$ cat src/rtl/demux_pkg.sv
// Shared constants, FSM state type and round-robin helper for the 1-to-4 dispatch stage.
package demux_pkg;

    localparam int NUM_CH = 4;
    localparam int SEL_W  = 2;

    typedef enum logic [1:0] {
        IDLE = 2'd0,
        SEND = 2'd1,
        DROP = 2'd2
    } dispatch_state_t;

    // Advance a channel pointer; the 2-bit width gives the 3->0 wrap for free.
    function automatic logic [SEL_W-1:0] next_rr(input logic [SEL_W-1:0] sel);
        return sel + 2'd1;
    endfunction

endpackage

$ cat src/rtl/demux_stall_timer.sv
// Counts consecutive stalled cycles of the held word and flags the cycle on which it must be dropped.
module demux_stall_timer #(
    parameter int TIMEOUT = 16
) (
    input  logic clk,
    input  logic rst,
    input  logic clear,
    input  logic enable,
    output logic expire
);

    localparam int CW = (TIMEOUT > 2) ? $clog2(TIMEOUT) : 1;
    localparam logic [CW-1:0] LAST = CW'((TIMEOUT > 0) ? (TIMEOUT - 1) : 0);

    logic [CW-1:0] stall_cnt_q, stall_cnt_d;

    always_comb begin
        stall_cnt_d = stall_cnt_q;
        if (clear) begin
            stall_cnt_d = '0;
        end else if (enable) begin
            stall_cnt_d = stall_cnt_q + 1'b1;
        end
    end

    always_ff @(posedge clk) begin
        if (rst) begin
            stall_cnt_q <= '0;
        end else begin
            stall_cnt_q <= stall_cnt_d;
        end
    end

    // TIMEOUT of 0 disables dropping; the counter may wrap harmlessly in that case.
    assign expire = (TIMEOUT != 0) && enable && (stall_cnt_q == LAST);

endmodule

$ cat src/rtl/demux1_4_dispatch.sv
// Registered dispatch stage feeding the 1-to-4 demux: holds one word plus select until taken or timed out.
// Optional per-channel transfer counters are built when DEMUX_DISPATCH_STATS_EN is defined.
module demux1_4_dispatch
    import demux_pkg::*;
#(
    parameter int W       = 1,
    parameter int TIMEOUT = 16
) (
    input  logic              clk,
    input  logic              rst,
    input  logic              in_valid,
    output logic              in_ready,
    input  logic [W-1:0]      in_data,
    input  logic [SEL_W-1:0]  in_dest,
    input  logic              mode,
    input  logic [NUM_CH-1:0] ch_ready,
    output logic              out_valid,
    output logic [W-1:0]      out_i,
    output logic [SEL_W-1:0]  out_sel,
    output logic              drop_pulse,
    output logic [31:0]       stat_cnt
);

    // Handshake: a word moves when valid and ready are both high in the same cycle;
    // the held word leaves when ch_ready of the selected channel is high while out_valid=1.

    dispatch_state_t  state_q, state_d;
    logic [W-1:0]     data_q, data_d;
    logic [SEL_W-1:0] sel_q, sel_d;
    logic [SEL_W-1:0] rr_ptr_q, rr_ptr_d;

    logic accept;
    logic complete;
    logic expire;

    assign complete = (state_q == SEND) && ch_ready[sel_q];
    assign in_ready = (state_q == IDLE) || complete;
    assign accept   = in_valid && in_ready;

    demux_stall_timer #(
        .TIMEOUT (TIMEOUT)
    ) u_stall_timer (
        .clk    (clk),
        .rst    (rst),
        .clear  (accept),
        .enable ((state_q == SEND) && !complete),
        .expire (expire)
    );

    always_comb begin
        state_d  = state_q;
        data_d   = data_q;
        sel_d    = sel_q;
        rr_ptr_d = rr_ptr_q;

        case (state_q)
            IDLE: if (accept) state_d = SEND;
            SEND: begin
                if (accept) begin
                    state_d = SEND;
                end else if (complete) begin
                    state_d = IDLE;
                end else if (expire) begin
                    state_d = DROP;
                end
            end
            DROP:    state_d = IDLE;
            default: state_d = IDLE;
        endcase

        // mode only matters at the moment a word is captured.
        if (accept) begin
            data_d = in_data;
            sel_d  = mode ? rr_ptr_q : in_dest;
            if (mode) begin
                rr_ptr_d = next_rr(rr_ptr_q);
            end
        end
    end

    always_ff @(posedge clk) begin
        if (rst) begin
            state_q  <= IDLE;
            data_q   <= '0;
            sel_q    <= '0;
            rr_ptr_q <= '0;
        end else begin
            state_q  <= state_d;
            data_q   <= data_d;
            sel_q    <= sel_d;
            rr_ptr_q <= rr_ptr_d;
        end
    end

    assign out_valid  = (state_q == SEND);
    assign out_i      = out_valid ? data_q : '0;
    assign out_sel    = sel_q;
    assign drop_pulse = (state_q == DROP);

`ifdef DEMUX_DISPATCH_STATS_EN
    logic [NUM_CH-1:0][7:0] stat_q, stat_d;

    // Saturating counters; a dropped word never reaches complete, so it is not counted.
    always_comb begin
        stat_d = stat_q;
        if (complete && (stat_q[sel_q] != 8'hFF)) begin
            stat_d[sel_q] = stat_q[sel_q] + 8'd1;
        end
    end

    always_ff @(posedge clk) begin
        if (rst) begin
            stat_q <= '0;
        end else begin
            stat_q <= stat_d;
        end
    end

    assign stat_cnt = stat_q;
`else
    assign stat_cnt = '0;
`endif

endmodule

$ cat config.mk
export PLATFORM = sky130hd
export DESIGN_NAME = demux1_4_dispatch
export DESIGN_NICKNAME = d
export VERILOG_FILES = /design/src/rtl/demux_pkg.sv /design/src/rtl/demux_stall_timer.sv /design/src/rtl/demux1_4_dispatch.sv
export SDC_FILE = /design/constraint.sdc
export NUM_CORES = 1
export LEC_CHECK = 0
export BUFFER_PORTS_ARGS = -buffer_cell sky130_fd_sc_hd__buf_2
export CAP_MARGIN = 20
export CORE_MARGIN = 10
export CORE_UTILIZATION = 37
export DETAILED_ROUTE_END_ITERATION = 16
export GPL_TIMING_DRIVEN = 1
export PLACE_DENSITY = 0.72
export SETUP_SLACK_MARGIN = 0.4
export SYNTH_ARGS = -nofsm -noshare
export SYNTH_HDL_FRONTEND = slang
export SYNTH_HIERARCHICAL = 1
export SYNTH_SLANG_ARGS = --single-unit
$ cat constraint.sdc
create_clock -name clk -period 2 [get_ports clk]
set_input_delay 0.2 -clock clk [delete_from_list [all_inputs] [get_ports clk]]
set_output_delay 0.2 -clock clk [all_outputs]
set_load 0.1 [all_outputs]
-- Word-level counts from Yosys, hierarchy flattened
Index checks and enable logic that the tools add are counted.
Widths: inputs -> output; s select.
- output and inout bits: 38
- bits in registers: 11
- input bits: 11
- reductions and logical operators: 10
- order comparisons: 1
- add/sub/neg operators: 2
- muxes and demuxes: 9
- equality and inequality tests: 5
- operators with widths (cell ; count):
    $mux 2 ; 5
    $add 4x1->4 const B ; 1
    $eq 4x4->1 const B ; 1
    $logic_and 1x1->1 ; 4
    $ne 4x1->1 const B ; 1
    $pmux 2 s2 ; 1
    $reduce_and 2->1 ; 2
    $lt 2x3->1 const B ; 1
    $add 2x1->2 const B ; 1
    $bmux 1 s2 ; 1
    $eq 2x1->1 const B ; 1
    $eq 2x2->1 const B ; 1
    $logic_not 2->1 ; 1
    $mux 1 ; 2
    $ne 2x2->1 const B ; 1
    $reduce_or 2->1 ; 1
    $logic_not 1->1 ; 1
    $logic_or 1x1->1 ; 1

-- Longest topological paths before layout
- word-level depth: 10
- depth in mapped cells: 6

-- Cells and area by module
Netlist, hierarchy kept.
- modules (own cells, without submodules) (module ; area an instance (sq um) ; times used ; cells each):
    demux1_4_dispatch ; 645.6 ; 1 ; 74
    demux_stall_timer ; 221.5 ; 1 ; 18

-- Worst setup path after synthesis
Ideal clock, no wire load.
- path type: register to output
- start: reg sel_q[0], in the netlist out_sel[0]
- end: out in_ready
- slack: -0.949 ns
- data arrival time: 2.749 ns
- path buffers: 0
- stages on the path, launching flop included: 4
- cells stage by stage: dfxtp_1 -> mux4_2 -> nor2_1 -> nor2_1
- word-level cells in the longest chain between the ends: 4
- RTL lines (what ; RTL line ; text):
    from (decl) ; demux1_4_dispatch.sv:29 ; logic [SEL_W-1:0] sel_q, sel_d;
    from (signal assigned) ; demux1_4_dispatch.sv:90 ; sel_q <= sel_d;
    $bmux 1 s2 ; demux1_4_dispatch.sv:36 ; assign complete = (state_q == SEND) && ch_ready[sel_q];
    $mux 1 (implied by the code) ; demux1_4_dispatch.sv:36 ;
    $logic_and 1x1->1 ; demux1_4_dispatch.sv:36 ;
    $logic_or 1x1->1 ; demux1_4_dispatch.sv:37 ; assign in_ready = (state_q == IDLE) || complete;
    to (decl) ; demux1_4_dispatch.sv:12 ; output logic in_ready,
No other way between the ends. The select of a mux whose other input is x is not followed.

-- Worst setup path in the final report
- start: reg sel_q[0], in the netlist out_sel[0]
- end: reg state_q[0]
- word-level cells in the longest chain between the ends: 8
- RTL lines (what ; RTL line ; text):
    $bmux 1 s2 ; demux1_4_dispatch.sv:36 ;
    $mux 1 (implied by the code) ; demux1_4_dispatch.sv:36 ;
    $logic_and 1x1->1 ; demux1_4_dispatch.sv:36 ;
    $logic_not 1->1 ; demux1_4_dispatch.sv:46 ; .enable ((state_q == SEND) && !complete),
    $logic_and 1x1->1 ; demux1_4_dispatch.sv:46 ;
    $logic_and 1x1->1 ; demux_stall_timer.sv:35 ; assign expire = (TIMEOUT != 0) && enable && (stall_cnt_q == LAST);
    named net expire ; demux1_4_dispatch.sv:34 ; logic expire;
    $ne 4x1->1 (no source line) ; -- ;
    $reduce_and 2->1 (no source line) ; -- ;
    to (signal assigned) ; demux1_4_dispatch.sv:88 ; state_q <= state_d;
    to (decl) ; demux1_4_dispatch.sv:27 ; dispatch_state_t state_q, state_d;
The timed path passes the listed nets, and every way through them passes these cells. The select of a mux whose other input is x is not followed.
A chain may end at the register's enable or synchronous reset.

==> results.cfg <==
[grt]
grt_pass1_wl_um = 2520
grt_pass1_vias = 600
grt.overflow.total = 0
antenna_found_initial = 0
grt_util_all_layers_pct = 7.06
grt_max_degree = 19

[place]
dp_hpwl_um = 1480
dpl_worst_slack_ps = 251
port_buffers = 16
gp_congestion = 0.696
placedCellCount = 134

[sta]
setup_slack_ps = 177
rsz0062_at_grt = yes
finalCritPeriodShare_pct = 91.2
fin_crit_ps = 1820
setup_tns_ps = 0
setup_viol = 0
slew_violations = 0
hold_viol = 0
fin_skew_ps = 5.04
fmax_mhz = 548

[clocking]
cts_buffers = 3
cts_htree_levels = 1
cts_buffer_depth = 2
clk_pin_slew_ps = 70
cts_tree = done
clock-root-buffer = clkbuf_4
cts.sinks = 11
ctsHoldBuffers = 0
clk_latency_ps = 270

[min_path]
hp-start = in_data
hold_depth = 3
holdPathEnd = data_q
hold_path_class = input port to flop

[worst_setup_path]
path_class = flop to flop
crit_required_ps = 2150
r2r_cells = 5
startpoint = out_sel[0]
rr_endpoint = state_q[0]
endpoint_kind = flop
r2r-start = out_sel[0]
cp-start-kind = flop
arrival_ps = 1970
cp_max_fo = 5
reg2reg_slack_ps = 180

[synth]
ys_seq_elements = 11
synth_top_area_cell = buf_4
synth_area_per_cell_um2 = 9.42
synthAdderAreaFrac_pct = 1.44
yosysSeqAreaShare_pct = 25.4
yosys_warnings = 6
synthMuxAreaShare_pct = 14.1
synth_top_family_by_area = buffers and inverters
synth-xor-area-share_pct = 1.01
yosys.area_share.simple_pct = 19.2
synth-compound-area-share_pct = 8.08
ys_top_cells_by_area = buf_4, dfxtp_1, mux2i_1
netlist_area_um2 = 867
synthCells = 92
synth_top_area_share_pct = 27.7
yosysUniqueCellTypes = 31

[floorplan]
dieArea_um2 = 4680
pin_count = 49
fp.dieH_um = 68.4
die_x_um = 68.4
initial_core_util_pct = 39.2
core_um2 = 2210
rows = 17

[finish]
fin_nets = 124
fillers = 229
antenna_cells = 0
fin_cells = 139
layout_commonest_cell = conb_1
layout_common_cells = conb_1, buf_2, dfxtp_1
drive_gt1_share_pct = 37.8
regArea_um2 = 225
multi_input_area_um2 = 551
area_growth_pct = 11.1

[route]
num_vias = 579
wl_um = 1720
first_pass_iters = 2
via_per_inst = 4.17
dr.first_iter.drc_count = 5
avgRoutedWirePerCell_um = 12.4
ant_nets = 0
drc_errors = 0

[pwr]
p_per_area_nw_per_um2 = 828
ir_drop_uv = 327
power_w = 0.000798
p_leak_nw = 0.467

[outcome]
status = finished, final reports clean

[run]
maxCapViolCount = 0
## per-stage QoR
step / utilization, % / hold WS, ps / instance area (um^2)
floorplan: - / 265 / 1020
global placement: 40.0 / 462 / 886
detailed placement: 40.0 / 472 / 886
CTS: 43.2 / 187 / 955
global route: 43.6 / 188 / 963
finish: 43.6 / 195 / 963
## area by class of cell
class	count	area share, %
Inverter	2	0.779
Sequential cell	11	23.4
Timing Repair Buffer	18	12.3
Tap cell	28	3.64
Clock buffer	4	2.73
Multi-Input combinational cell	76	57.1
## per-layer routing
layer  GRT usage (%)  vias to the layer above  part of all wire, %
li1                -                      283                    -
met1            6.58                      257                   33
met2            11.8                       37                   44
met3            5.87                        2                   22
met4            1.51                        0                 0.23
met5               0                        -                    0
## worst max-delay path, stage by stage, from the launching register on
cell and delay [ps]:
dfxtp_4 350, mux4_2 610, nor3_4 290, and4_4 280, nor2_1 50, o2bb2ai_1 120
## cell usage after synthesis
cell type  number
ha_1            1
mux2_4          1
dfxtp_1        11
o2bb2ai_1       1
inv_1           1
xnor2_1         1
o2111ai_2       1
mux2i_1         4
and4_2          1
nor2_1          8
buf_6           1
nor2b_1         6
nand3b_1        1
nor3_2          1
conb_1          1
o21ai_4         1
a21bo_1         1
mux2_2          2
clkbuf_1        1
mux2_1          2
nand2b_1        2
nor3b_1         1
buf_4          32
nor3_1          3
nand4_4         1
and3b_1         1
inv_2           1
mux4_2          1
and2_1          1
o211ai_1        1
a211oi_2        1
## power breakdown
part           internal, W  total [W]  switching (W)  leakage (nW)
logic            0.0000525   0.000414       0.000361         0.362
registers         0.000228   0.000236     0.00000804        0.0908
clock network    0.0000772   0.000148      0.0000707        0.0150
## cell families (layout without fill, tap and decap cells)
logic type | count (synthesis) | in the layout
mux | 10 | 10
other cells | 1 | 32
compound gates | 6 | 6
xor+xnor | 1 | 1
simple gates | 26 | 26
fa+ha+maj | 1 | 1
buf+inv | 36 | 24
flops | 11 | 11
## worst max path at each step
stage | endpoint | cells after the start
6_report | state_q[0] | 5
5_1_grt | state_q[0] | 5
4_1_cts | in_ready | 4
3_5_place_dp | state_q[0] | 5
3_3_place_gp | state_q[0] | 5
2_1_floorplan | u_stall_timer/stall_cnt_q[3] | 5
## registers in the layout, indices dropped and copies added (netlist names)
signal / cells
u_stall_timer/stall_cnt_q: 4
out_sel: 2
rr_ptr_q: 2
state_q: 2
data_q: 1
## repair_timing
item,CTS,global route
gates resized for setup,10,2
buffers inserted,1,0
endpoints found under the setup margin,13,12
cloned,0,0
pin swaps,2,2
Power figures use the tool's default switching activity.
